<file path="config.mk">
export PLATFORM = sky130hd
export DESIGN_NAME = alu_seq_ctrl
export DESIGN_NICKNAME = d
export VERILOG_FILES = /design/src/rtl/alu_seq_ctrl.sv
export SDC_FILE = /design/constraint.sdc
export NUM_CORES = 1
export LEC_CHECK = 0
export CORE_AREA = 4 4 44 65
export DETAILED_ROUTE_END_ITERATION = 12
export DIE_AREA = 0 0 48 69
export PLACE_DENSITY = 0.76
export SYNTH_ARGS = -nofsm -noshare
export SYNTH_HDL_FRONTEND = slang
export SYNTH_SLANG_ARGS = --single-unit
</file>
<file path="constraint.sdc">
create_clock -name clk -period 2.2 [get_ports clk]
set_input_delay 0.66 -clock clk [delete_from_list [all_inputs] [get_ports clk]]
set_output_delay 0.66 -clock clk [all_outputs]
set_load 0.02 [all_outputs]
</file>
<file path="src/rtl/alu_seq_ctrl.sv">
// Multicycle control FSM for the CPU datapath: sequences fetch/decode/execute and
// drives the ALU operand muxes, ALU op and all PC/IR/memory/register-file strobes.
module alu_seq_ctrl #(
  parameter int MEM_WAIT = 2
) (
  input  logic       clk,
  input  logic       reset,
  input  logic [5:0] opcode,
  input  logic [5:0] funct,
  input  logic       zero,
  output logic [1:0] alusrcA_sel,
  output logic [2:0] alusrcB_sel,
  output logic [2:0] alu_op,
  output logic       pc_write,
  output logic [1:0] pc_src,
  output logic       iord,
  output logic       mem_read,
  output logic       mem_write,
  output logic       ir_write,
  output logic       aluout_write,
  output logic       reg_write,
  output logic       reg_dst,
  output logic       mem_to_reg,
  output logic       halted,
  output logic [3:0] state_out
);

  localparam int WCNT_W = (MEM_WAIT < 2) ? 1 : $clog2(MEM_WAIT + 1);

  localparam logic [3:0] S_RST     = 4'd0;
  localparam logic [3:0] S_FETCH   = 4'd1;
  localparam logic [3:0] S_DECODE  = 4'd2;
  localparam logic [3:0] S_EXEC_R  = 4'd3;
  localparam logic [3:0] S_R_WB    = 4'd4;
  localparam logic [3:0] S_ADDR    = 4'd5;
  localparam logic [3:0] S_MEM_RD  = 4'd6;
  localparam logic [3:0] S_LW_WB   = 4'd7;
  localparam logic [3:0] S_MEM_WR  = 4'd8;
  localparam logic [3:0] S_BRANCH  = 4'd9;
  localparam logic [3:0] S_JUMP    = 4'd10;
  localparam logic [3:0] S_ADDI_EX = 4'd11;
  localparam logic [3:0] S_ADDI_WB = 4'd12;
  localparam logic [3:0] S_ILLEGAL = 4'd13;

  logic [3:0]        state_q, state_d;
  logic [WCNT_W-1:0] wcnt_q, wcnt_d;
  logic              wait_done;

  assign wait_done = (wcnt_q == WCNT_W'(MEM_WAIT - 1));
  assign state_out = state_q;

  always_comb begin
    state_d = state_q;
    wcnt_d  = wcnt_q;
    case (state_q)
      S_RST:    state_d = S_FETCH;
      S_FETCH:  if (wait_done) state_d = S_DECODE; else wcnt_d = wcnt_q + 1'b1;
      S_DECODE: begin
        case (opcode)
          6'h00:        state_d = S_EXEC_R;
          6'h23, 6'h2B: state_d = S_ADDR;
          6'h04:        state_d = S_BRANCH;
          6'h02:        state_d = S_JUMP;
          6'h08:        state_d = S_ADDI_EX;
          default:      state_d = S_ILLEGAL;
        endcase
      end
      S_EXEC_R: begin
        if (funct == 6'h20 || funct == 6'h22 || funct == 6'h24) state_d = S_R_WB;
        else                                                    state_d = S_ILLEGAL;
      end
      S_ADDR:    state_d = (opcode == 6'h2B) ? S_MEM_WR : S_MEM_RD;
      S_MEM_RD:  if (wait_done) state_d = S_LW_WB; else wcnt_d = wcnt_q + 1'b1;
      S_MEM_WR:  if (wait_done) state_d = S_FETCH; else wcnt_d = wcnt_q + 1'b1;
      S_R_WB, S_LW_WB, S_BRANCH, S_JUMP, S_ADDI_WB: state_d = S_FETCH;
      S_ADDI_EX: state_d = S_ADDI_WB;
      S_ILLEGAL: state_d = S_ILLEGAL;
      default:   state_d = S_ILLEGAL;
    endcase
    if (state_d != state_q) wcnt_d = '0;
  end

  always_ff @(posedge clk) begin
    if (reset) begin
      state_q <= S_RST;
      wcnt_q  <= '0;
    end else begin
      state_q <= state_d;
      wcnt_q  <= wcnt_d;
    end
  end

  always_comb begin
    alusrcA_sel  = 2'b00;
    alusrcB_sel  = 3'b000;
    alu_op       = 3'b000;
    pc_write     = 1'b0;
    pc_src       = 2'b00;
    iord         = 1'b0;
    mem_read     = 1'b0;
    mem_write    = 1'b0;
    ir_write     = 1'b0;
    aluout_write = 1'b0;
    reg_write    = 1'b0;
    reg_dst      = 1'b0;
    mem_to_reg   = 1'b0;
    halted       = 1'b0;
    case (state_q)
      S_FETCH: begin
        mem_read    = 1'b1;
        alusrcB_sel = 3'b001;
        alu_op      = 3'b001;
        ir_write    = wait_done;
        pc_write    = wait_done;
      end
      // Branch target is precomputed here so BRANCH only needs the compare.
      S_DECODE: begin
        alusrcB_sel  = 3'b011;
        alu_op       = 3'b001;
        aluout_write = 1'b1;
      end
      S_EXEC_R: begin
        alusrcA_sel = 2'b01;
        case (funct)
          6'h20:   begin alu_op = 3'b001; aluout_write = 1'b1; end
          6'h22:   begin alu_op = 3'b010; aluout_write = 1'b1; end
          6'h24:   begin alu_op = 3'b011; aluout_write = 1'b1; end
          default: alu_op = 3'b000;
        endcase
      end
      S_R_WB: begin
        reg_write = 1'b1;
        reg_dst   = 1'b1;
      end
      S_ADDR, S_ADDI_EX: begin
        alusrcA_sel  = 2'b01;
        alusrcB_sel  = 3'b010;
        alu_op       = 3'b001;
        aluout_write = 1'b1;
      end
      S_MEM_RD: begin
        iord     = 1'b1;
        mem_read = 1'b1;
      end
      S_MEM_WR: begin
        iord      = 1'b1;
        mem_write = 1'b1;
      end
      S_LW_WB: begin
        reg_write  = 1'b1;
        mem_to_reg = 1'b1;
      end
      S_BRANCH: begin
        alusrcA_sel = 2'b01;
        alu_op      = 3'b010;
        pc_write    = zero;
        pc_src      = 2'b01;
      end
      S_JUMP: begin
        pc_write = 1'b1;
        pc_src   = 2'b10;
      end
      S_ADDI_WB: reg_write = 1'b1;
      S_ILLEGAL: halted = 1'b1;
      default: halted = 1'b0;
    endcase
    // Strobes are suppressed as soon as reset rises so an aborted access never writes.
    if (reset) begin
      pc_write     = 1'b0;
      mem_read     = 1'b0;
      mem_write    = 1'b0;
      ir_write     = 1'b0;
      aluout_write = 1'b0;
      reg_write    = 1'b0;
    end
  end

endmodule

</file>
==> impl_summary.txt <==
----------------------------------------------------
[Clock network]
  Clock tree root driver cell ... sky130_fd_sc_hd__clkbuf_4
  Number of H-tree branching levels ... 1
  Clk Latency, worst-skew pair ... about 240 ps
  Hold_buf cts ... 0
  CTS sink count ... 6
  Bufs on Longest Clock Path ... 2
  CTS buffer count ... 3
  Clock-pin slew on the worst setup and hold paths ... 40 ps
  CTS tree ... built

[Timing]
  Post-Route Skew ... around 0.5 ps
  Final hold violations ... 0
  Setup repair after global routing missed its margin ... true
  Final slew viol count ... 0
  Post-route worst setup slack ... -132 ps
  Minimum clock period after layout ... approximately 2300 ps
  Maximum clock frequency ... between 400 and 500 MHz
  Ratio of final minimum period to clock period ... 106%
  Hold WS ... 639 ps
  Number of failing setup endpoints in the final timing report ... 3

[Pwr]
  Worst ir drop on vdd ... ~0.00028 V
  Leakage power ... 0.809 nW
  Total power draw ... around 0.00065 W
  Power Dens Cells ... ~380 mW/mm^2

[Setup path]
  Sort of element at the start of the critical path ... primary input
  Arr. time, crit path ... around 1700 ps
  Worst Path Max Fanout ... 2
  Cell chain of the critical path ... buf_6 -> nor4b_4 -> nand4_1 -> nand2b_4 -> a21oi_2 -> buf_6
  Most frequent cell on the critical path ... sky130_fd_sc_hd__buf_6
  Start-to-end type of the worst setup path ... in -> out
  Data required, critical path ... around 1500 ps
  Worst path max stage delay ... 280 ps
  Crit path max-delay cell type ... sky130_fd_sc_hd__nor4b_4
  Kind of end point of the critical path ... primary output

[Synth]
  Post-synthesis instance area ... about 920 um^2
  Share of async-settable or async-resettable flops after synthesis ... 0%
  Predominant post-synthesis flop cell ... sky130_fd_sc_hd__dfxtp_1
  Seq cells post-synth ... 6
  Post-Synthesis Cells ... roughly 130
  Number of distinct library cell variants in the gate-level netlist after synthesis ... 50
  Count of yosys warnings during synthesis ... 0
  Post-Synthesis Mean Instance Area ... slightly above 7 um^2
  Portion of the post-synthesis area used by sequential elements ... 13.0%
  Number of enable flip-flop cells after synthesis ... 0

[Routing]
  Routed WL per cell ... 15.8 um
  Drt via density ... 5.67
  Remaining antenna violation count after routing ... 0
  Count of TritonRoute iterations in the first routing pass ... 4
  Overall routed net length ... ~3.7 mm
  Number of remaining DRC errors ... 0
  Via count ... ~1300
  First-iteration detailed-routing DRC count ... 62

[Min path]
  Worst hold path type ... reg -> reg

[Die]
  Number of core rows ... 21
  Core area ... 0.00226 mm^2
  Die height ... just under 70 um
  Die Area ... about 0.0033 mm^2
  Initial core utilization ... between 40 and 50%
  Width of the die ... ~48 um
  Total I/O pin count ... 39

[Final layout]
  Ratio of cells with drive above 1 in the final layout ... about 49%
  Number of nets in the finished design ... ~230
  Relative area change from synthesis to final layout ... 82.6%
  Commonest cells after routing, fill and taps aside ... 55 x sky130_fd_sc_hd__buf_4, 16 x sky130_fd_sc_hd__nor2_1, 12 x sky130_fd_sc_hd__dlygate4sd2_1, 9 x sky130_fd_sc_hd__nand2_1, 8 x sky130_fd_sc_hd__a21oi_1
  Count of fill cells added during filler insertion ... 181
  Antenna Diode Count ... 0
  Commonest non-fill, non-tap cell in the layout ... sky130_fd_sc_hd__buf_4
  Final cell utilization of the core ... roughly three quarters

[Global route]
  Number of global-route vias before repair ... approximately 1200
  Pin count of the biggest net entering global routing ... 13
  Global-route usage over all layers ... between 20% and 30%
  Total gr overflow ... 0
  Antenna violations before repair ... 0
  Global-route wire length before repair ... 5.42 mm

[Place]
  Count of port buffers added during placement ... 35
  Final GP Congestion ... around 0.86
  Post-DP HPWL ... approximately 2.8 mm
  Worst Setup Slack post-DPL ... -1010 ps

[Status]
  Outcome ... finished, violations left
  Failing checks ... setup timing

[Flow run]
  Max-Cap Viols ... 0

----------------------------------------------------
## per-stage QoR
step           TNS, ps  instance area, um^2  instances
2_1_floorplan        0                  945        129
3_3_place_gp     -6860                 1620        224
3_5_place_dp     -7550                 1620        224
4_1_cts           -264                 1660        230
5_1_grt           -515                 1680        231
6_report          -271                 1680        231
## kinds of logic after synthesis
kind of cell	share of synthesized area [%]
other	0.407
buffers and inverters	9.92
and+or+nand+nor	39.3
DFF	13.0
adders and majority gates	1.36
muxes	5.43
AOI/OAI and AO/OA	26.8
xor gates and xnor gates	3.81
## worst max-delay path: cells and delay by family
| kind | cells | cell delay [ps] |
|---|---|---|
| and+or+nand+nor | 3 | 640 |
| AOI/OAI and AO/OA | 1 | 140 |
| buffers and inverters | 2 | 230 |
## where the power goes
group	internal, W	switching, W	leakage [nW]
clock network	0.0000614	0.0000355	0.0138
logic	0.000203	0.000209	0.745
registers	0.000120	0.0000161	0.0504
## worst paths after layout
kind | from | endpoint | slack, ps | depth (start not counted)
max | funct[4] | aluout_write | -130 | 6
min | wcnt_q[0] | wcnt_q[0] | 640 | 3
max reg2reg | state_out[2] | wcnt_q[1] | 360 | 7
min reg2reg | wcnt_q[0] | wcnt_q[0] | 640 | 3
## cell type report
| type | count | area, um^2 | area share [%] |
|---|---|---|---|
| clock buffers | 3 | 22.5 | 1.34 |
| repair buffers | 87 | 672 | 40.0 |
| inverters | 6 | 22.5 | 1.34 |
| well taps | 23 | 28.8 | 1.71 |
| flip-flops and latches | 6 | 125 | 7.44 |
| multi-input cells | 106 | 811 | 48.2 |
## flip-flops by register name (all words and copies together), names as in the netlist
signal and count:
state_out 4, wcnt_q 2
## cell usage after synthesis (2+ instances only)
library cell / number / area [um^2]
sky130_fd_sc_hd__nand3_1: 2 / 10.0
sky130_fd_sc_hd__dfxtp_1: 6 / 120
sky130_fd_sc_hd__xnor2_1: 3 / 26.3
sky130_fd_sc_hd__inv_1: 6 / 22.5
sky130_fd_sc_hd__nand2_1: 9 / 33.8
sky130_fd_sc_hd__and3b_1: 2 / 17.5
sky130_fd_sc_hd__a21oi_1: 11 / 55.1
sky130_fd_sc_hd__buf_2: 4 / 20.0
sky130_fd_sc_hd__nor4_1: 2 / 12.5
sky130_fd_sc_hd__and3_1: 3 / 18.8
sky130_fd_sc_hd__nor2_1: 16 / 60.1
sky130_fd_sc_hd__buf_4: 6 / 45.0
sky130_fd_sc_hd__nor2b_1: 2 / 12.5
sky130_fd_sc_hd__mux2i_1: 5 / 50.1
sky130_fd_sc_hd__nor3_1: 4 / 20.0
sky130_fd_sc_hd__nor3b_1: 2 / 15.0
sky130_fd_sc_hd__o21ai_0: 6 / 30.0
sky130_fd_sc_hd__nand2b_1: 6 / 37.5
## what timing repair did
| action | 4_1_cts | 5_1_grt |
|---|---|---|
| setup endpoints to repair | 21 | 17 |
| gates resized for setup | 86 | 22 |
| pin swaps | 16 | 5 |
| setup buffers | 3 | 2 |
| gates cloned | 0 | 0 |
## metal layers
metal / share of wire (%) / global-route usage, %
met2: 57 / 41.4
met4: 4.8 / 12.3
met3: 6.9 / 2.34
met1: 32 / 20.4
met5: 0 / 0
Power figures use the tool's default switching activity.
